$ cat src/rtl/pipe_pkg.sv
// Shared definitions for elastic pipeline-stage registers.
package pipe_pkg;

   // Stage occupancy. The encoding doubles as the occ count.
   typedef enum logic [1:0] {
      EMPTY = 2'd0,
      ONE   = 2'd1,
      FULL  = 2'd2
   } stage_state_t;

   // Register-file control bundle layout.
   localparam int unsigned RF_WE_W       = 1;
   localparam int unsigned RF_WADDR_W    = 5;
   localparam int unsigned RF_MUX_W      = 3;
   localparam int unsigned RF_WE_BIT     = 0;
   localparam int unsigned RF_WADDR_LSB  = RF_WE_BIT + RF_WE_W;
   localparam int unsigned RF_MUX_LSB    = RF_WADDR_LSB + RF_WADDR_W;
   localparam int unsigned RF_CTRL_W     = RF_MUX_LSB + RF_MUX_W;

   // Default widths per stage boundary.
   localparam int unsigned IF_ID_DATA_W  = 64;
   localparam int unsigned ID_EX_DATA_W  = 128;
   localparam int unsigned EX_MEM_DATA_W = 128;
   localparam int unsigned MEM_WB_DATA_W = 128;
   localparam int unsigned DATA_W_DEF    = MEM_WB_DATA_W;
   localparam int unsigned CTRL_W_DEF    = RF_CTRL_W;
   localparam int unsigned CNT_W_DEF     = 16;

   // Extract the RF write enable from a control bundle.
   function automatic logic ctrl_rf_we(input logic [RF_CTRL_W-1:0] ctrl);
      return ctrl[RF_WE_BIT];
   endfunction

endpackage

$ cat src/rtl/sat_counter.sv
// Saturating up-counter with synchronous clear (clear wins).
module sat_counter #(
   parameter int unsigned CNT_W = 16
) (
   input  logic             clk,
   input  logic             rst,
   input  logic             inc_i,
   input  logic             clr_i,
   output logic [CNT_W-1:0] cnt_o
);

   logic [CNT_W-1:0] cnt_q, cnt_d;

   // Next count: clear, else increment unless already at all-ones.
   always_comb begin
      cnt_d = cnt_q;
      if (clr_i) begin
         cnt_d = '0;
      end else if (inc_i && (cnt_q != '1)) begin
         cnt_d = cnt_q + CNT_W'(1);
      end
   end

   // Count register.
   always_ff @(posedge clk or posedge rst) begin
      if (rst) begin
         cnt_q <= '0;
      end else begin
         cnt_q <= cnt_d;
      end
   end

   assign cnt_o = cnt_q;

endmodule

$ cat src/rtl/pipe_stage_skid.sv
// Elastic pipeline-stage register with main+skid entries, flush and stall counter.
module pipe_stage_skid
   import pipe_pkg::*;
#(
   parameter int unsigned DATA_W = DATA_W_DEF,
   parameter int unsigned CTRL_W = CTRL_W_DEF,
   parameter int unsigned CNT_W  = CNT_W_DEF
) (
   input  logic              clk,
   input  logic              rst,
   input  logic              flush,
   input  logic              in_valid,
   output logic              in_ready,
   input  logic [DATA_W-1:0] in_data,
   input  logic [CTRL_W-1:0] in_ctrl,
   output logic              out_valid,
   input  logic              out_ready,
   output logic [DATA_W-1:0] out_data,
   output logic [CTRL_W-1:0] out_ctrl,
   output logic [1:0]        occ,
   input  logic              clr_cnt,
   output logic [CNT_W-1:0]  stall_cnt
);

   stage_state_t      state_q, state_d;
   logic [DATA_W-1:0] main_data_q, main_data_d;
   logic [CTRL_W-1:0] main_ctrl_q, main_ctrl_d;
   logic [DATA_W-1:0] skid_data_q, skid_data_d;
   logic [CTRL_W-1:0] skid_ctrl_q, skid_ctrl_d;
   logic              in_fire, out_fire;

   // Handshake outputs come from the state register only.
   assign in_ready  = (state_q != FULL);
   assign out_valid = (state_q != EMPTY);
   assign occ       = 2'(state_q);
   assign out_data  = main_data_q;
   assign out_ctrl  = out_valid ? main_ctrl_q : '0;

   assign in_fire   = in_valid & in_ready;
   assign out_fire  = out_valid & out_ready;

   // Next-state and entry updates; flush empties the stage and zeroes ctrl.
   always_comb begin
      state_d     = state_q;
      main_data_d = main_data_q;
      main_ctrl_d = main_ctrl_q;
      skid_data_d = skid_data_q;
      skid_ctrl_d = skid_ctrl_q;
      unique case (state_q)
         EMPTY: begin
            if (in_fire) begin
               main_data_d = in_data;
               main_ctrl_d = in_ctrl;
               state_d     = ONE;
            end
         end
         ONE: begin
            if (in_fire && out_fire) begin
               main_data_d = in_data;
               main_ctrl_d = in_ctrl;
            end else if (in_fire) begin
               skid_data_d = in_data;
               skid_ctrl_d = in_ctrl;
               state_d     = FULL;
            end else if (out_fire) begin
               state_d = EMPTY;
            end
         end
         FULL: begin
            if (out_fire) begin
               main_data_d = skid_data_q;
               main_ctrl_d = skid_ctrl_q;
               state_d     = ONE;
            end
         end
         default: state_d = EMPTY;
      endcase
      if (flush) begin
         state_d     = EMPTY;
         main_data_d = main_data_q;
         skid_data_d = skid_data_q;
         main_ctrl_d = '0;
         skid_ctrl_d = '0;
      end
   end

   // State and entry registers.
   always_ff @(posedge clk or posedge rst) begin
      if (rst) begin
         state_q     <= EMPTY;
         main_data_q <= '0;
         main_ctrl_q <= '0;
         skid_data_q <= '0;
         skid_ctrl_q <= '0;
      end else begin
         state_q     <= state_d;
         main_data_q <= main_data_d;
         main_ctrl_q <= main_ctrl_d;
         skid_data_q <= skid_data_d;
         skid_ctrl_q <= skid_ctrl_d;
      end
   end

   sat_counter #(
      .CNT_W (CNT_W)
   ) u_stall_cnt (
      .clk   (clk),
      .rst   (rst),
      .inc_i (out_valid & ~out_ready),
      .clr_i (clr_cnt),
      .cnt_o (stall_cnt)
   );

endmodule

$ cat config.mk
export PLATFORM = sky130hd
export DESIGN_NAME = pipe_stage_skid
export DESIGN_NICKNAME = d
export VERILOG_FILES = /design/src/rtl/pipe_pkg.sv /design/src/rtl/sat_counter.sv /design/src/rtl/pipe_stage_skid.sv
export SDC_FILE = /design/constraint.sdc
export NUM_CORES = 1
export LEC_CHECK = 0
export BUFFER_PORTS_ARGS = -buffer_cell sky130_fd_sc_hd__buf_2
export CORE_ASPECT_RATIO = 1.25
export CORE_UTILIZATION = 49
export DETAILED_ROUTE_END_ITERATION = 16
export PLACE_DENSITY = 0.87
export SYNTH_ARGS = -nofsm -noshare
export SYNTH_HDL_FRONTEND = slang
export SYNTH_HIERARCHICAL = 1
export SYNTH_SLANG_ARGS = --single-unit
export TNS_END_PERCENT = 1
$ cat constraint.sdc
create_clock -name clk -period 7.38 [get_ports clk]
set_input_delay 0 -clock clk [delete_from_list [all_inputs] [get_ports clk]]
set_output_delay 0 -clock clk [all_outputs]
set_load 0.05 [all_outputs]
==> metrics.cfg, run 1 <==
[cts]
htreeDepth=1
post-cts-setup-buffer-count=0
cts-root-buf=clkbuf_16
insertion_delay_ps=550
path_clk_slew_ps=60
cts_max_path_buffers=3
cts_tree=yes
clock_sinks=292
cts_buffers=30

[global_route]
met2_usage_pct=41.5
antenna_found_initial=4
grt_overflow=0
met3_usage_pct=3.85
grt_max_degree=148
grt_pass1_wl_mm=52.9
groute.layer.met1.usage_pct=27.1
grt_usage_pct=23.5
top_usage_layer=met2
first_global_vias=10032

[yosys]
ys_warn_count=6
async_flop_share_pct=100
avgSynthCellArea_um2=15.1
synth.area.mux_share_pct=34.9
synth_simple_gate_area_share_pct=4.33
synthDistinctLibCells=48
synthFlopType=dfrtp_1
synth_seq_area_share_pct=53.8
synth_nets=1052
synth_cells=903
synthAdderAreaFrac_pct=0.552
ys_seq_elements=292
synth-edff-count=0
synth-xor-area-share_pct=0.0644
synth_compound_area_share_pct=2.95
post_synth_instance_area_mm2=0.0136
synth_top_family_by_area=multiplexers

[detailed_routing]
dr.first_iter.drc_count=312
viasPerCell=5.37
drt.antenna.violating_nets=0
drt_wl_total_mm=33.8
drcViolationCount=0
first_pass_iters=4
routedWlPerCell_um=19.8
via_count=9146

[sta]
fin_hold_ws_ps=111
rsz0062_at_grt=no
setup_violations=0
period_share_pct=46.9
relSlewSlack_pct=27.7
setup_tns_ps=0
hold_violations=0
worstMarginPinSlew_ps=1080
finClkSkew_ps=10.2
fmax_mhz=289
drv_slew=0
min_period_ps=3460

[critical_path]
end_kind=register
arrival_ps=3890
crit_fanout=58
critical_path_class=register to register
critPathLaunchType=register
worstPathRequired_ps=7810

[floorplan]
die_area_mm2=0.0284
core_mm2=0.0271
fp.dieW_um=151
row_count=67
num_io_pins=300
die_h_um=188
initial_utilization_pct=50.2

[status]
status=finished clean

[final_layout]
fillerInstances=1812
synthToLayoutAreaGrowth_pct=29.9
layout-drive-gt1-share_pct=54.0
final_common_cell=buf_2
regArea_mm2=0.00731
fin_nets=1481
multi_input_area_mm2=0.00584
layout_common_cells=buf_2, dfrtp_1, mux2_2

[placement]
hpwlAfterDp_mm=19.5
place.gp.congestion=0.864
port_buffers=299

[flow_run]
maxCapViolCount=0

[power_and_ir_drop]
max-vdd-ir-drop_mv=0.298
total_power_uw=7190
power_leakage_uw=0.00806
power_density_mw_per_mm2=407

[worst_hold_path]
min_path_type=primary input to async pin

-- metal layers --
layer | part of all wire, % | up-vias
li1 | - | 4152
met1 | 38 | 4568
met2 | 52 | 315
met3 | 4.8 | 111
met4 | 5.1 | 0
met5 | 0 | -
-- Yosys cell counts (all sizes together) (7+ instances only) --
master	n	area, um2
inv	8	30.0
nor2b	21	131
a22o	9	78.8
a21oi	14	70.1
nand3	8	40.0
mux2	386	4720
or3	7	45.1
buf	33	357
dfrtp	292	7310
nor2	7	26.3
nor3	22	110
a221oi	9	78.8
nand2	10	37.5
or4	8	65.1
clkbuf	20	76.3
-- sequential cells by signal, indices dropped and copies added (netlist names) --
signal and count:
out_data 128, u_stall_cnt/cnt_o 16, occ 2, skid_data_q 128, main_ctrl_q 9, skid_ctrl_q 9
-- metrics by stage --
step / setup WS (ps) / std cells / instance area (um2) / util, %
2_1_floorplan: 3730 / 903 / 13600 / -
3_3_place_gp: 3960 / 1502 / 15200 / 56.1
3_5_place_dp: 3920 / 1502 / 15200 / 56.1
4_1_cts: 3920 / 1700 / 17700 / 65.2
5_1_grt: 3680 / 1704 / 17700 / 65.2
6_report: 3920 / 1704 / 17700 / 65.2
-- worst paths after layout --
kind | startpoint | depth (start not counted) | slack (ps) | to
setup / recovery | occ[0] | 6 | 3920 | out_data[104]
hold reg to reg | out_data[114] | 1 | 490 | out_data[114]
min in group clk | in_data[114] | 3 | 230 | skid_data_q[114]
max in group asynchronous | rst | 5 | 5700 | main_ctrl_q[8]
hold / removal | rst | 3 | 110 | u_stall_cnt/cnt_o[7]
setup reg to reg | occ[0] | 6 | 3920 | out_data[104]
-- cells by family (layout without fill, tap and decap cells) --
group,count (synthesis),count (layout)
AO/OA/AOI/OAI,53,53
XOR/XNOR,1,1
adder cells (fa/ha/maj),6,6
buffers and inverters,62,514
flip-flops,292,292
multiplexers,388,388
other,0,4
AND/OR/NAND/NOR,101,101
-- repair_timing --
action	4_1_cts	5_1_grt
endpoints found under the hold margin	361	0
resized for setup	0	0
hold buffers	143	0
-- worst max-delay path: stages (launching register included) --
cell	delay, ps
dfrtp_1	420
inv_1	160
ha_4	540
buf_4	700
buf_4	700
mux2_2	420
mux2_1	310
-- cell type report --
type,instances,share of cell area [%]
repair buffers,451,17.1
inverters,8,0.191
clock buffers,47,5.24
clock inverters,8,0.560
multi-input cells,549,33.0
flip-flops and latches,292,41.4
diodes,4,0.0567
well taps,345,2.44
-- where the power goes --
part	leakage [uW]	total, uW	switching (uW)	internal (uW)
registers	0.00353	2690	397	2290
logic	0.00403	2940	1850	1090
clock network	0.000500	1560	635	928
Power figures use the tool's default switching activity.
==> run 2: changes to the inputs <==
--- a/config.mk
+++ b/config.mk
@@ -5,6 +5,7 @@
 export SDC_FILE = /design/constraint.sdc
 export NUM_CORES = 1
 export LEC_CHECK = 0
+export ABC_AREA = 1
 export BUFFER_PORTS_ARGS = -buffer_cell sky130_fd_sc_hd__buf_2
 export CORE_ASPECT_RATIO = 1.25
 export CORE_UTILIZATION = 49
==> constraint.sdc (replaced) <==
create_clock -name clk -period 3.05 [get_ports clk]
set_input_delay 0 -clock clk [delete_from_list [all_inputs] [get_ports clk]]
set_output_delay 0 -clock clk [all_outputs]
set_load 0.05 [all_outputs]
==> run 2 against run 1 <==
Combinational power grew to 2.7 times the previous value; die area shrank 2.8%; final cell count is 30% higher; via count up 39%; routed wire length increased by 21%; total power rose to 2.5 times the previous value; worst hold slack worse by 48 ps; cell area down 1.9%; sequential share of layout area is 0.79 points higher.
==> metrics.cfg, run 2 <==
[status]
status=finished clean

[final_layout]
layout-drive-gt1-share_pct=20.9  ; -33 points
fin_nets=2001  ; +35%
fin_area_mm2=0.0173  ; -1.9%
synthToLayoutAreaGrowth_pct=31.2
stdcell_count=2214  ; +30%
regArea_mm2=0.00731  ; unchanged
fillerInstances=1860  ; +2.6%
multi_input_area_mm2=0.00521  ; -11%
final_common_cell=nand2_1
layout_common_cells=nand2_1, buf_2, dfrtp_1

[critical_path]
arrival_ps=3230  ; -660 ps
path_cells=inv_1 -> ha_2 -> nor2_1 -> nand2_1 -> nand2_1 -> nand3_4 -> buf_12 -> o21ai_1
end_kind=register
regToRegStartpoint=occ[0]
r2r-end=out_data[28]
worstPathRequired_ps=3440  ; -4370 ps
cp_slowest_cell=nand3_4
cp_top_family=simple AND/OR/NAND/NOR gates
critPathLaunchType=register
critical_path_class=register to register
critPathMostFrequentCell=nand2_1
reg2reg_setup_slack_ps=210  ; -3710 ps
crit_fanout=50  ; -14%
crit_buf_inv=2  ; -1
max_stage_delay_ps=490  ; -210 ps
reg2reg_depth=8  ; +2

[global_route]
antenna_found_initial=3  ; -1
grt_max_degree=102  ; -31%
grt_pass1_wl_mm=65.1  ; +23%
grt_usage_pct=29.7  ; +6.2 points
first_global_vias=12948  ; +29%
grt_overflow=0  ; unchanged

[power_and_ir_drop]
power_leakage_uw=0.00875  ; +8.6%
max-vdd-ir-drop_mv=0.475  ; +59%
power_density_mw_per_mm2=1050  ; +160%

[detailed_routing]
via_count=12692  ; +39%
drt.antenna.violating_nets=0  ; unchanged
first_pass_iters=8  ; +4
drt_wl_total_mm=40.9  ; +21%
routedWlPerCell_um=18.5  ; -6.8%
drcViolationCount=0  ; unchanged
dr.first_iter.drc_count=1216  ; +290%
viasPerCell=5.73  ; +6.8%

[yosys]
synthDistinctLibCells=29  ; -40%
post_synth_instance_area_mm2=0.0132  ; -2.8%
synth_cells=1441  ; +60%
synth_most_common_cell=nand2_1
synth_top_cell_by_area=dfrtp_1
synth.area.top_cells=dfrtp_1, nand2_1, mux2i_1, nand3_1, o21ai_1
synth-edff-count=0  ; unchanged
synth_top_area_share_pct=55.3  ; +1.6 points
synth_seq_area_share_pct=55.3  ; +1.6 points
async_flop_share_pct=100  ; unchanged
ys_warn_count=6  ; unchanged
synth_common_cells=nand2_1, dfrtp_1, nand3_1
ys_seq_elements=292  ; unchanged
synth_nets=1590  ; +51%
synthFlopType=dfrtp_1
avgSynthCellArea_um2=9.17  ; -39%

[sta]
fin_hold_ws_ps=62.8  ; -48.0 ps
finClkSkew_ps=35.6  ; +25.3 ps
setup_violations=0  ; unchanged
relSlewSlack_pct=27.1  ; -0.54 points
period_share_pct=93.2  ; +46 points
min_period_ps=2840  ; -620 ps
worstMarginPinSlew_ps=1090  ; +8.09 ps
drv_slew=0  ; unchanged
fmax_mhz=352  ; +22%
rsz0062_at_grt=no
hold_violations=0  ; unchanged
worst_slack_ps=206  ; -3710 ps

[placement]
hpwlAfterDp_mm=22.9  ; +18%
placed_area_mm2=0.0149  ; -2.2%
place.gp.congestion=0.912  ; +5.6%
dpl.cell_count=2009  ; +34%
dpl_worst_slack_ps=337  ; -3580 ps
port_buffers=299  ; unchanged

[cts]
cts_tree=yes
post-cts-setup-buffer-count=0  ; unchanged
clock_sinks=292  ; unchanged
cts-root-buf=clkbuf_16
htreeDepth=1  ; unchanged
insertion_delay_ps=560  ; about the same
path_clk_slew_ps=70  ; about the same
cts_max_path_buffers=3  ; unchanged
cts_buffers=29  ; -3.3%

[worst_hold_path]
min_path_type=primary input to async pin

[floorplan]
die_h_um=186  ; -1.4%
die_area_mm2=0.0276  ; -2.8%
row_count=66  ; -1.5%
core_mm2=0.0263  ; -3.0%
fp.dieW_um=149  ; -1.4%
num_io_pins=300  ; unchanged
initial_utilization_pct=50.3  ; +0.11 points

[flow_run]
maxCapViolCount=0  ; unchanged

-- run 2: cell count changes in the layout (fill, tap and decap cells not counted), moves of 21 or more --
cell / delta
nand2_1: +491
nor2b_1: -21
o21ai_1: +123
mux2_4: -100
mux2i_1: +126
nor2_1: +38
nand3_1: +155
mux2_2: -266
inv_1: +25
-- run 2: layer usage --
layer	up-vias	track usage (%)	routed length [um]
met1	6060	33.5	14400
li1	5554	-	-
met4	0	20.6	2980
met5	-	0	0
met3	272	5.44	3020
met2	806	51.0	20500
-- run 2: timing repair --
action                     in CTS  in global routing
hold endpoints to repair      397                  0
hold buffers                  152                  0
gates resized for setup         0                  1
setup endpoints to repair       0                 10
-- run 2: cells by family after synthesis --
group           share of synthesized area (%)
flops                                    55.3
compound gates                           5.39
mux                                      9.70
fa+ha+maj                               0.568
xor+xnor                                0.199
buf+inv                                  5.54
simple gates                             23.3
-- run 2: power breakdown --
part / total (uW) / internal (uW) / switching, uW
Combinational: 7980 / 2060 / 5930
Sequential: 6670 / 5560 / 1110
Clock: 3610 / 2030 / 1580
Total: 18300 / 9640 / 8620
-- run 2: worst max-delay path by stage --
stage            from              to  cells past startpoint  slack (ps)
2_1_floorplan     rst  main_ctrl_q[0]                      1        -600
3_3_place_gp   occ[0]    out_data[96]                      9         560
3_5_place_dp   occ[0]    out_data[96]                      9         340
4_1_cts        occ[0]  skid_ctrl_q[8]                      9         120
5_1_grt        occ[1]    out_data[28]                      8          60
6_report       occ[0]    out_data[28]                      8         210
-- run 2: worst reg2reg max path, cell delays in order, from the launching register on --
cell     delay (ps)
dfrtp_1         420
inv_1           130
ha_2            300
nor2_1          280
nand2_1         130
nand2_1         150
nand3_4         490
buf_12          410
o21ai_1         400
-- run 2: per-stage QoR --
step / setup TNS (ps) / util (%) / total power (uW)
floorplan: -165980 / - / 12300
global route: 0 / 66.0 / 19100
finish: 0 / 66.0 / 18300
CTS: 0 / 66.0 / 17900
detailed placement: 0 / 56.6 / 14100
global placement: 0 / 56.6 / 13900
-- run 2: final cells by class --
cell class                      instances  share of cell area [%]
Antenna cell                            4                  0.0577
Clock inverter                         17                    1.10
Multi-Input combinational cell       1017                    30.1
Inverter                               37                   0.837
Clock buffer                           32                    4.31
Sequential cell                       292                    42.2
Tap cell                              340                    2.45
Timing Repair Buffer                  475                    19.0
